<file path="src/rtl/ic_stimulus_sequencer.sv">
// ic_stimulus_sequencer: drive-side sequencer for the logic IC tester.
// The block applies the four {a,b} vectors to all four gates of a socketed
// 74-series IC and holds each vector for a settle time. It then samples the
// gate outputs and grades them against the truth table of the selected IC.
// It reports pass/fail plus per-gate and per-vector fault masks.
// Optional build macro IC_SYNC_EN adds a 2-flop synchronizer on gate_y.
// When it is set, the APPLY phase is lengthened by 2 cycles to cover the
// synchronizer latency.
module ic_stimulus_sequencer #(
    parameter int unsigned SETTLE_CYCLES = 4
) (
    input  logic       clk,
    input  logic       rst,
    input  logic       start,
    input  logic [2:0] ic_sel,
    input  logic [3:0] gate_y,
    output logic [3:0] drive_a,
    output logic [3:0] drive_b,
    output logic       busy,
    output logic       done,
    output logic       pass,
    output logic       fail,
    output logic       err,
    output logic [3:0] fail_mask,
    output logic [3:0] fail_vec
);

`ifdef IC_SYNC_EN
    localparam int unsigned APPLY_LEN = SETTLE_CYCLES + 2;
`else
    localparam int unsigned APPLY_LEN = SETTLE_CYCLES;
`endif
    // Last value of the settle counter before leaving APPLY.
    localparam logic [8:0] APPLY_LAST = 9'(APPLY_LEN - 1);

    localparam logic [2:0] SEL_INVALID = 3'b111;

    typedef enum logic [2:0] {
        IDLE,
        APPLY,
        SAMPLE,
        DONE,
        ERR
    } state_t;

    state_t     state, state_d;
    logic [8:0] cnt, cnt_d;
    logic [1:0] vec, vec_d;
    logic [1:0] vec_nx;
    logic [2:0] sel, sel_d;
    logic [3:0] drive_a_d, drive_b_d;
    logic       busy_d, done_d, pass_d, fail_d, err_d;
    logic [3:0] fail_mask_d, fail_vec_d;
    logic       exp_bit;
    logic [3:0] mism;
    logic [3:0] mask_new;
    logic [3:0] gy_cmp;

    // Golden output of one gate of the selected IC for inputs a, b.
    function automatic logic expected_bit(input logic [2:0] s, input logic a, input logic b);
        logic r;
        case (s)
            3'b000:  r = ~(a & b);  // 7400 NAND
            3'b001:  r = ~(a | b);  // 7402 NOR
            3'b010:  r = ~a;        // 7404 NOT, b unused
            3'b011:  r = a & b;     // 7408 AND
            3'b100:  r = a | b;     // 7432 OR
            3'b101:  r = a ^ b;     // 7486 XOR
            3'b110:  r = ~(a ^ b);  // 74266 XNOR
            default: r = 1'b0;      // invalid, never graded
        endcase
        return r;
    endfunction

`ifdef IC_SYNC_EN
    logic [3:0] gy_meta, gy_sync;

    // Two-flop synchronizer on the asynchronous socket outputs.
    always_ff @(posedge clk or posedge rst) begin
        // NOTE: synchronizer flops are reset too, so that the first compare
        // after reset never sees X from an uninitialised stage.
        if (rst) begin
            gy_meta <= '0;
            gy_sync <= '0;
        end else begin
            gy_meta <= gate_y;
            gy_sync <= gy_meta;
        end
    end

    assign gy_cmp = gy_sync;
`else
    assign gy_cmp = gate_y;
`endif

    assign vec_nx   = vec + 2'd1;
    assign exp_bit  = expected_bit(sel, vec[1], vec[0]);
    assign mism     = gy_cmp ^ {4{exp_bit}};
    assign mask_new = fail_mask | mism;

    // Next-state and next-output logic; every output is registered below.
    always_comb begin
        // NOTE: every signal gets a default first, so no path leaves one
        // unassigned and no latch is inferred.
        state_d     = state;
        cnt_d       = cnt;
        vec_d       = vec;
        sel_d       = sel;
        drive_a_d   = drive_a;
        drive_b_d   = drive_b;
        busy_d      = busy;
        done_d      = 1'b0;
        pass_d      = pass;
        fail_d      = fail;
        err_d       = err;
        fail_mask_d = fail_mask;
        fail_vec_d  = fail_vec;

        case (state)
            IDLE: begin
                drive_a_d = '0;
                drive_b_d = '0;
                busy_d    = 1'b0;
                if (start) begin
                    pass_d      = 1'b0;
                    fail_d      = 1'b0;
                    err_d       = 1'b0;
                    fail_mask_d = '0;
                    fail_vec_d  = '0;
                    if (ic_sel == SEL_INVALID) begin
                        // Invalid IC: report immediately, never drive the socket.
                        state_d = ERR;
                        done_d  = 1'b1;
                        err_d   = 1'b1;
                        fail_d  = 1'b1;
                    end else begin
                        // v0 = {a,b} = 00, so the drives stay low on entry.
                        state_d = APPLY;
                        sel_d   = ic_sel;
                        vec_d   = 2'd0;
                        cnt_d   = '0;
                        busy_d  = 1'b1;
                    end
                end
            end

            APPLY: begin
                if (cnt == APPLY_LAST) begin
                    state_d = SAMPLE;
                end else begin
                    cnt_d = cnt + 9'd1;
                end
            end

            SAMPLE: begin
                fail_mask_d = mask_new;
                if (|mism) begin
                    fail_vec_d[vec] = 1'b1;
                end
                if (vec == 2'd3) begin
                    state_d   = DONE;
                    done_d    = 1'b1;
                    busy_d    = 1'b0;
                    pass_d    = (mask_new == 4'd0);
                    fail_d    = (mask_new != 4'd0);
                    drive_a_d = '0;
                    drive_b_d = '0;
                end else begin
                    state_d   = APPLY;
                    vec_d     = vec_nx;
                    cnt_d     = '0;
                    drive_a_d = {4{vec_nx[1]}};
                    drive_b_d = {4{vec_nx[0]}};
                end
            end

            DONE: state_d = IDLE;

            ERR: state_d = IDLE;

            default: state_d = IDLE;
        endcase
    end

    // State and output registers with asynchronous reset.
    always_ff @(posedge clk or posedge rst) begin
        // NOTE: sequential state uses non-blocking assignments so every
        // register updates from the values present before the edge.
        if (rst) begin
            state     <= IDLE;
            cnt       <= '0;
            vec       <= 2'd0;
            sel       <= 3'd0;
            drive_a   <= '0;
            drive_b   <= '0;
            busy      <= 1'b0;
            done      <= 1'b0;
            pass      <= 1'b0;
            fail      <= 1'b0;
            err       <= 1'b0;
            fail_mask <= '0;
            fail_vec  <= '0;
        end else begin
            state     <= state_d;
            cnt       <= cnt_d;
            vec       <= vec_d;
            sel       <= sel_d;
            drive_a   <= drive_a_d;
            drive_b   <= drive_b_d;
            busy      <= busy_d;
            done      <= done_d;
            pass      <= pass_d;
            fail      <= fail_d;
            err       <= err_d;
            fail_mask <= fail_mask_d;
            fail_vec  <= fail_vec_d;
        end
    end

endmodule
</file>
<file path="config.mk">
export PLATFORM = sky130hd
export DESIGN_NAME = ic_stimulus_sequencer
export DESIGN_NICKNAME = d
export VERILOG_FILES = /design/src/rtl/ic_stimulus_sequencer.sv
export SDC_FILE = /design/constraint.sdc
export NUM_CORES = 1
export LEC_CHECK = 0
export CORE_ASPECT_RATIO = 0.6
export CORE_MARGIN = 1
export CORE_UTILIZATION = 31
export CTS_CLUSTER_SIZE = 8
export DETAILED_ROUTE_END_ITERATION = 10
export GPL_TIMING_DRIVEN = 0
export MAX_ROUTING_LAYER = met4
export PLACE_DENSITY = 0.62
export SYNTH_ARGS = -nofsm -noshare
export SYNTH_HDL_FRONTEND = slang
export SYNTH_SLANG_ARGS = --single-unit
</file>
<file path="constraint.sdc">
create_clock -name clk -period 2.25 [get_ports clk]
set_input_delay 0.675 -clock clk [delete_from_list [all_inputs] [get_ports clk]]
set_output_delay 0.675 -clock clk [all_outputs]
set_load 0.005 [all_outputs]
</file>
==> run_results.csv <==
group,metric,value,unit
synth,yosysWarnings,0,
floorplanning,die_x,96.3,µm
worst_setup_path,r2r-start,"vec[0]$_DFFE_PP0P_",
placement,port-buffer-count,30,
layout,drive_gt1_share,14.3,%
layout,fill_cells,513,
layout,final_nets,218,
timing,post-route-period-util,96.9,%
placement,gp_congestion,0.795,
timing,final.setup_skew,0.00708,ns
worst_setup_path,worst-path-max-fanout,10,
synth,synth_fp_nets,177,
drt,vias,1316,
layout,multi_input_area,758,µm²
placement,place_hpwl,2.65,mm
job,drv_cap,0,
pwr,leakagePower,0.969,nW
global_routing,grt_usage,15.3,%
synth,synth_flop_cell,"dfrtp_1",
worst_setup_path,crit_type,"primary input to register",
clock_network,worstSkewPairLatency,0.29,ns
synth,syn_area_per_cell,10.2,µm²
global_routing,top_usage_layer,"met1",
timing,relSlewSlack,59.0,%
drt,antenna_left,0,
drt,drt_iter0_drc,58,
global_routing,grt_pass1_vias,1191,
timing,worstMarginPinSlew,0.610,ns
layout,post-route-util,42.8,%
clock_network,numCtsBuffers,5,
synth,synth_edf_count,0,
clock_network,htree_levels,2,
drt,route.detailed.drc,0,
floorplanning,die_h,58.6,µm
worst_setup_path,cp-start-kind,"primary input",
floorplanning,start_util,32.4,%
timing,slew_viol_final,0,
synth,synthTopCellsByArea,"dfrtp_1, o21ai_0, nand2_1",
worst_setup_path,cp_data_required_time,2.40,ns
floorplanning,num_io_pins,31,
global_routing,grt_util_met3,6.20,%
drt,via_per_inst,4.89,
synth,yosys.area.top_type,"dfrtp_1",
global_routing,grtUsageMet1,22.9,%
global_routing,grt.met2_usage,18.4,%
synth,synth_top_cell_area_share,48.4,%
clock_network,clk_pin_slew_worst_paths,0.06,ns
layout,seq_area,801,µm²
floorplanning,die-area,0.00564,mm²
clock_network,clock-sinks,32,
synth,synth-seq-cells,32,
timing,finalSetupViolCount,0,
hold_path,hp-start,"cnt[8]$_DFFE_PP0P_",
drt,wirelength,3.66,mm
pwr,p_total,2.78,mW
synth,synth_cells,162,
layout,area_delta_synth_final,32.2,%
placement,dp_slack,-0.312,ns
worst_setup_path,worstPathArrival,2.33,ns
synth,synth_common_cells,"dfrtp_1, o21ai_0, nand2_1",
timing,fmax,459,MHz
timing,setup_ws,0.0690,ns
hold_path,hold_class,"register to register",
clock_network,cts_root_buffer,"clkbuf_8",
synth,syn_area,0.00165,mm²
layout,antenna-diode-count,0,
worst_setup_path,crit_start,"start",
pwr,p_per_area,1270,mW/mm²
timing,hold_viol_final,0,
floorplanning,design.core.area,0.00510,mm²
drt,first_pass_iters,4,
floorplanning,fp-row-count,20,
clock_network,postCtsHoldBufs,0,
drt,wl_per_cell,13.6,µm
synth,yosysUniqueCellTypes,42,
synth,synth.most_common_cell,"dfrtp_1",
status,outcome,"complete, no violations",
global_routing,antenna_found_initial,0,
global_routing,grt_first_pass_wirelength,5.99,mm
global_routing,grt_max_degree,33,
global_routing,grt-ovfl-total,0,
timing,period_minus_slack,2.18,ns
clock_network,cts.path.max_buffers,2,
clock_network,cts_tree,"yes",
worst_setup_path,cp-end-kind,"register",
synth,async_flop_share,100,%
synth,seq_area_frac_synth,48.4,%
pwr,vdd_drop_max,0.000572,V
## flip-flops by register name, summed over array words and instances, names as in the netlist, 2 cells and up
name,cells
cnt,9
fail_mask,4
fail_vec,4
sel,3
state,3
vec,2
## worst max-delay path, stage by stage
cell	delay (ns)
clkdlybuf4s50_1	0.49
or4b_1	0.42
buf_2	0.18
nor2b_4	0.17
nor3_4	0.10
o21ai_0	0.19
o31ai_1	0.10
## layout make-up
| cell class | count | share of cell area [%] |
|---|---|---|
| buffer | 11 | 3.32 |
| clock buffer | 7 | 4.41 |
| inverter | 7 | 1.20 |
| multi-input combinational | 112 | 34.7 |
| sequential | 32 | 36.6 |
| tap | 66 | 3.78 |
| timing repair buffer | 34 | 16.0 |
## report_power, final
part           total, mW  internal (mW)  switching (mW)
Sequential         0.933          0.760           0.173
Combinational       1.36          0.732           0.629
Clock              0.481          0.272           0.209
## metal layers
layer / routed length, µm / up-vias / share of wire (%)
li1: - / 655 / -
met1: 2010 / 613 / 55
met2: 1360 / 44 / 37
met3: 264 / 4 / 7.2
met4: 23 / 0 / 0.63
met5: 0 / - / 0
## logic make-up after synthesis
logic type	Yosys count	share of synthesized area (%)
simple gates	54	18.5
flops	32	48.4
xor+xnor	4	2.12
compound gates	44	18.2
fa+ha+maj	5	3.78
buf+inv	18	5.98
mux	5	3.10
## through the flow
step	instance area, µm²	cells	hold WS [ns]	TNS [ns]
floorplan	1650	162	0.446	0
global placement	2040	258	0.469	-4.16
detailed placement	2040	258	0.475	-4.49
CTS	2150	267	0.486	0
global route	2190	269	0.490	-0.00654
finish	2190	269	0.491	0
## path summary, 6_finish.rpt
path	slack, ns	cells after the start	endpoint
max in group asynchronous	1.19	3	fail_vec[3]$_DFFE_PP0P_
setup reg to reg	0.12	7	fail_vec[3]$_DFFE_PP0P_
setup / recovery	0.07	7	cnt[8]$_DFFE_PP0P_
min in group asynchronous	0.65	2	state[1]$_DFFE_PP0P_
hold / removal	0.49	1	cnt[8]$_DFFE_PP0P_
hold reg to reg	0.49	1	cnt[8]$_DFFE_PP0P_
## placed cells by master, fill, tap and decap left out, drive strengths merged, types with 5 or more instances in the layout
| cell | synthesis | layout |
|---|---|---|
| inv | 7 | 6 |
| dfrtp | 32 | 32 |
| buf | 8 | 12 |
| clkdlybuf4s50 | 0 | 30 |
| ha | 5 | 5 |
| o21ai | 20 | 20 |
| clkbuf | 3 | 10 |
| nand2 | 17 | 17 |
| nor2 | 9 | 9 |
## what timing repair did
item	4_1_cts	5_1_grt
setup endpoints to repair	2	11
buffers inserted	2	1
gates resized for setup	0	5
(Power assumes the default switching activity.)
